## config.mk

```make
export PLATFORM = sky130hd
export DESIGN_NAME = relu_bwd_flat
export DESIGN_NICKNAME = d
export VERILOG_FILES = /design/src/rtl/relu_bwd_if.sv /design/src/rtl/relu_bwd.sv /design/src/flat_wrapper.sv
export SDC_FILE = /design/constraint.sdc
export NUM_CORES = 1
export LEC_CHECK = 0
export ABC_CLOCK_PERIOD_IN_PS = 4650
export CAP_MARGIN = 20
export CORE_UTILIZATION = 40
export CTS_CLUSTER_DIAMETER = 200
export DETAILED_ROUTE_END_ITERATION = 6
export SYNTH_ARGS = -nofsm -noshare
export SYNTH_HDL_FRONTEND = slang
export SYNTH_SLANG_ARGS = --single-unit
export TNS_END_PERCENT = 30
```

## constraint.sdc

```tcl
create_clock -name clk -period 4.65 [get_ports clk]
set_input_delay 0.93 -clock clk [delete_from_list [all_inputs] [get_ports clk]]
set_output_delay 0.93 -clock clk [all_outputs]
set_load 0.01 [all_outputs]
```

## src/rtl/relu_bwd_if.sv

```systemverilog
// relu_bwd_if: stream bundle for the ReLU backward unit.
//   fwd_*      : forward pre-activation stream (mask recording)
//   grad_in_*  : upstream gradient stream
//   grad_out_* : masked gradient stream
// master drives stimulus/consumes results; slave is the relu_bwd side.
interface relu_bwd_if #(
  parameter int WIDTH = 16
);
  logic             fwd_val;
  logic             fwd_rdy;
  logic [WIDTH-1:0] fwd_in;
  logic             grad_in_val;
  logic             grad_in_rdy;
  logic [WIDTH-1:0] grad_in;
  logic             grad_out_val;
  logic             grad_out_rdy;
  logic [WIDTH-1:0] grad_out;

  modport master (
    output fwd_val, fwd_in, grad_in_val, grad_in, grad_out_rdy,
    input  fwd_rdy, grad_in_rdy, grad_out_val, grad_out
  );

  modport slave (
    input  fwd_val, fwd_in, grad_in_val, grad_in, grad_out_rdy,
    output fwd_rdy, grad_in_rdy, grad_out_val, grad_out
  );
endinterface

```

## src/rtl/relu_bwd.sv

```systemverilog
// relu_bwd: backward pass of ReLU for the Q8.8 datapath.
// Records one derivative bit per forward pre-activation (1 when strictly
// positive) into a mask FIFO, then gates incoming gradients in the same order.
// Ports:
//   clk   : clock, rising edge
//   rst   : asynchronous reset, active low
//   flush : synchronous clear of mask FIFO and output register
//   bus   : fwd / grad_in / grad_out valid-ready streams (slave side)
//   count : number of mask bits currently stored
module relu_bwd #(
  parameter int WIDTH = 16,
  parameter int DEPTH = 64
) (
  input  logic                     clk,
  input  logic                     rst,
  input  logic                     flush,
  relu_bwd_if.slave                bus,
  output logic [$clog2(DEPTH):0]   count
);
  localparam int PW = $clog2(DEPTH);
  localparam int CW = PW + 1;

  logic [DEPTH-1:0] mask_mem;
  logic [PW-1:0]    wr_ptr;
  logic [PW-1:0]    rd_ptr;
  logic             out_val;
  logic [WIDTH-1:0] out_data;
  logic             fwd_xfer;
  logic             grad_xfer;
  logic             fwd_mask;
  logic             pop_mask;

  // Derivative at exactly zero is taken as 0.
  assign fwd_mask = !bus.fwd_in[WIDTH-1] && (bus.fwd_in != '0);
  assign pop_mask = mask_mem[rd_ptr];

  // rst folded in so fwd_rdy drops immediately on reset assertion.
  assign bus.fwd_rdy     = rst && !flush && (count != CW'(DEPTH));
  // No push-to-pop bypass: readiness comes from registered count only.
  assign bus.grad_in_rdy = !flush && (count != '0) && (!out_val || bus.grad_out_rdy);

  assign fwd_xfer  = bus.fwd_val && bus.fwd_rdy;
  assign grad_xfer = bus.grad_in_val && bus.grad_in_rdy;

  assign bus.grad_out_val = out_val;
  assign bus.grad_out     = out_data;

  // Mask storage needs no reset: entries are only read when count says valid.
  always_ff @(posedge clk) begin
    if (fwd_xfer) begin
      mask_mem[wr_ptr] <= fwd_mask;
    end
  end

  always_ff @(posedge clk or negedge rst) begin
    if (!rst) begin
      wr_ptr   <= '0;
      rd_ptr   <= '0;
      count    <= '0;
      out_val  <= 1'b0;
      out_data <= '0;
    end else if (flush) begin
      wr_ptr   <= '0;
      rd_ptr   <= '0;
      count    <= '0;
      out_val  <= 1'b0;
      out_data <= '0;
    end else begin
      if (fwd_xfer) begin
        wr_ptr <= wr_ptr + PW'(1);
      end
      if (grad_xfer) begin
        rd_ptr <= rd_ptr + PW'(1);
      end

      unique case ({fwd_xfer, grad_xfer})
        2'b10:   count <= count + CW'(1);
        2'b01:   count <= count - CW'(1);
        default: count <= count;
      endcase

      // A new gradient reloads the register even while the old beat leaves.
      if (grad_xfer) begin
        out_val  <= 1'b1;
        out_data <= pop_mask ? bus.grad_in : '0;
      end else if (bus.grad_out_rdy) begin
        out_val  <= 1'b0;
      end
    end
  end
endmodule

```

## src/flat_wrapper.sv

```systemverilog
// flat-port wrapper written by rule: the top's interface ports become plain ports
module relu_bwd_flat 
#(
  parameter int WIDTH = 16,
  parameter int DEPTH = 64
)
  (clk, rst, flush, count, bus_fwd_val, bus_fwd_in, bus_grad_in_val, bus_grad_in, bus_grad_out_rdy, bus_fwd_rdy, bus_grad_in_rdy, bus_grad_out_val, bus_grad_out);
  relu_bwd_if #(.WIDTH(WIDTH)) bus_i ();
  input  logic clk;
  input  logic rst;
  input  logic flush;
  output logic [$clog2(DEPTH):0] count;
  input wire logic [$bits(bus_i.fwd_val)-1:0] bus_fwd_val;
  input wire logic [$bits(bus_i.fwd_in)-1:0] bus_fwd_in;
  input wire logic [$bits(bus_i.grad_in_val)-1:0] bus_grad_in_val;
  input wire logic [$bits(bus_i.grad_in)-1:0] bus_grad_in;
  input wire logic [$bits(bus_i.grad_out_rdy)-1:0] bus_grad_out_rdy;
  output wire logic [$bits(bus_i.fwd_rdy)-1:0] bus_fwd_rdy;
  output wire logic [$bits(bus_i.grad_in_rdy)-1:0] bus_grad_in_rdy;
  output wire logic [$bits(bus_i.grad_out_val)-1:0] bus_grad_out_val;
  output wire logic [$bits(bus_i.grad_out)-1:0] bus_grad_out;
  assign bus_i.fwd_val = bus_fwd_val;
  assign bus_i.fwd_in = bus_fwd_in;
  assign bus_i.grad_in_val = bus_grad_in_val;
  assign bus_i.grad_in = bus_grad_in;
  assign bus_i.grad_out_rdy = bus_grad_out_rdy;
  assign bus_fwd_rdy = bus_i.fwd_rdy;
  assign bus_grad_in_rdy = bus_i.grad_in_rdy;
  assign bus_grad_out_val = bus_i.grad_out_val;
  assign bus_grad_out = bus_i.grad_out;
  relu_bwd #(.WIDTH(WIDTH), .DEPTH(DEPTH)) u_core (.clk(clk), .rst(rst), .flush(flush), .bus(bus_i), .count(count));
endmodule
```

==> summary.md <==
| Metric | Value |
|---|---|
| Primary FF master, synth | `edfxtp_1` |
| Initial Utilization | `0.418` |
| Crit. Startpoint | `bus_grad_out_rdy` |
| Most frequent cells in the layout | `nor2_1, edfxtp_1, clkdlybuf4s50_1` |
| Clk buf depth | `2` |
| Worst rel slew slack | `0.298` |
| Rows | `39` |
| Number of global-route vias before repair | `3,365` |
| Layout Skew | `8.11 ps` |
| Ports | `64` |
| Max FO, Critical Path | `6` |
| Via count | `3,300` |
| Fin. max-slew vios | `0` |
| Fin. Hold Viols | `0` |
| Die area | `12,600 µm²` |
| Sequential area share after synthesis | `0.578` |
| Worst R2R Path Depth | `11` |
| Drc violations | `0` |
| Critical Path RT | `4930 ps` |
| # resized after CTS | `0` |
| Yosys cell types | `54` |
| DP HPWL | `7.13 mm` |
| F_max | `272 MHz` |
| Post-route antenna net violation count | `0` |
| Initial DRC Count | `172` |
| Layout cell share with drive strength beyond 1 | `0.0932` |
| Critical R2R Launch | `u_core.count[0]$_DFFE_PN0P_` |
| Post-CTS setup buffer count | `0` |
| CTS H-tree lvls | `3` |
| Setup violations, final | `0` |
| Power Dens Cells | `449 nW/µm²` |
| WHS Path Cells | `2` |
| Worst min-delay path category | `flop to flop` |
| CP Class | `input pin to flop` |
| Critical Path End Type | `flop` |
| Clock root buffer | `clkbuf_16` |
| Minimum clock period | `3670 ps` |
| Pre-Repair DR Iteration Count | `6` |
| Critical path data arrival time | `3950 ps` |
| Clk_lat worst skew | `350 ps` |
| First-pass GRT wire length | `17.7 mm` |
| Initial antenna violation count | `0` |
| Outcome | `finished, final reports clean` |
| Number of synthesized flops with an enable pin | `64` |
| RSZ-0062 raised after global routing | `false` |
| Die Y | `112 µm` |
| Wire per inst | `17.2 µm` |
| Clock Pin Slew Worst Setup and Hold Paths | `70 ps` |
| Area delta synth->final | `21.8%` |
| Worst IR drop on VDD | `0.000185 V` |
| Largest net degree at the start of global routing | `65` |
| HP Start | `u_core.bus.grad_out[9]$_DFFE_PN0P_` |
| Final Cell Area | `5940 µm²` |
| Pleak | `2.08 nW` |
| Yosys warning total | `0` |
| Final wirelength | `10.6 mm` |
| Setup_tns | `0 ps` |
| Synth Instances | `410` |
| Post-synth net total | `456` |
| CP Launch Type | `input pin` |
| DP Area | `5620 µm²` |
| Synthesized area | `4880 µm²` |
| Fin nets | `513` |
| Core Region | `11,700 µm²` |
| ANT cells | `0` |
| Max Cap Violations | `0` |
| Placer Congestion | `0.783` |
| Mean Syn Cell Area | `11.9 µm²` |
| GR Overflow Total | `0` |
| Vias/cell | `5.37` |
| PortBufs | `63` |
| Asr flop ratio synth | `0.360` |
| Inserted Clock Buffers | `9` |
| Most common cell after layout, fill and taps aside | `nor2_1` |
| GRT Overall Usage | `0.185` |
| Hold_buf cts | `0` |
| Clock Sinks | `100` |
| Die X | `112 µm` |
| CTS tree | `built` |
| Yosys reg bits | `100` |
| Period utilization | `0.790` |
| Worst slew pin tran | `1050 ps` |
-- sequential cells by signal (all words and copies together), names as in the netlist --
name	flops
u_core.bus.grad_out	16
u_core.bus.grad_out_val	1
u_core.count	7
u_core.mask_mem	64
u_core.rd_ptr	6
u_core.wr_ptr	6
-- metal layers --
layer,global-route usage,share of wire,up-vias
met3,0.0238,0.035,11
met5,0,0,-
met1,0.241,0.44,1633
met4,0.0747,0.018,0
met2,0.314,0.50,66
li1,-,-,1590
-- cell usage after synthesis, types with 3 or more instances --
library cell / count / area share
o32ai_1: 16 / 0.029
a2bb2oi_1: 3 / 0.0054
mux2_2: 4 / 0.0092
nor2_1: 79 / 0.061
xnor2_1: 5 / 0.0090
nand2_1: 38 / 0.029
nand3b_1: 4 / 0.0062
nor2b_1: 6 / 0.0077
buf_1: 4 / 0.0031
dfrtp_1: 36 / 0.18
nor4_1: 5 / 0.0064
mux4_1: 9 / 0.048
nand3_1: 11 / 0.011
xor2_1: 6 / 0.011
clkbuf_1: 12 / 0.0092
nand2b_1: 11 / 0.014
o31ai_1: 4 / 0.0062
o21ai_0: 6 / 0.0062
a21oi_1: 7 / 0.0072
inv_1: 22 / 0.017
edfxtp_1: 64 / 0.39
mux4_2: 3 / 0.014
ha_1: 7 / 0.018
buf_2: 4 / 0.0041
mux2i_1: 5 / 0.010
-- final timing paths --
check | end | slack, ps
worst min register to register | u_core.bus.grad_out[9]$_DFFE_PN0P_ | 540
max in group asynchronous | u_core.bus.grad_out[14]$_DFFE_PN0P_ | 3650
worst max register to register | u_core.count[6]$_DFFE_PN0P_ | 1430
worst min-delay path | u_core.bus.grad_out[9]$_DFFE_PN0P_ | 540
min in group asynchronous | u_core.wr_ptr[3]$_DFFE_PN0P_ | 650
worst max-delay path | u_core.count[6]$_DFFE_PN0P_ | 980
-- worst max-delay path, stage by stage --
cell and delay (ps):
clkdlybuf4s50_1 470, nor2b_1 50, a311oi_2 370, nand2_1 210
nor2_1 400, ha_1 350, a21o_1 170, a21oi_1 220
o21bai_1 100, a21oi_1 240, mux2_2 370, nand3_1 80
-- cells by family (layout without fill, tap and decap cells) --
group / count (synthesis) / in the layout / share of synthesized area
multiplexers: 24 / 24 / 0.0908
XOR/XNOR: 11 / 11 / 0.0197
buffers and inverters: 47 / 109 / 0.0459
AND/OR/NAND/NOR: 169 / 169 / 0.161
AO/OA/AOI/OAI: 51 / 51 / 0.0823
flip-flops: 100 / 100 / 0.578
adder cells (fa/ha/maj): 8 / 8 / 0.0221
-- layout make-up --
cell class                 instances  area (µm²)
clock buffer                      10         229
sequential                       100        2820
inverter                          23        86.3
fill                            1042        5720
clock inverter                     6        96.3
timing repair buffer              70         678
tap                              143         179
multi-input combinational        263        1850
-- report_power, final --
part / switching (mW) / internal (mW)
registers: 0.130 / 1.01
clock network: 0.331 / 0.478
logic: 0.325 / 0.391
-- stage by stage --
stage	setup WS, ps	utilization	std cells	power, mW	hold slack, ps
after global routing	758	0.510	615	2.81	565
after floorplan	1110	-	410	1.63	519
after CTS	979	0.510	615	2.70	543
after detailed placement	628	0.482	599	1.89	532
after global placement	807	0.482	599	1.87	527
final	978	0.510	615	2.67	541
(Power assumes the default switching activity.)
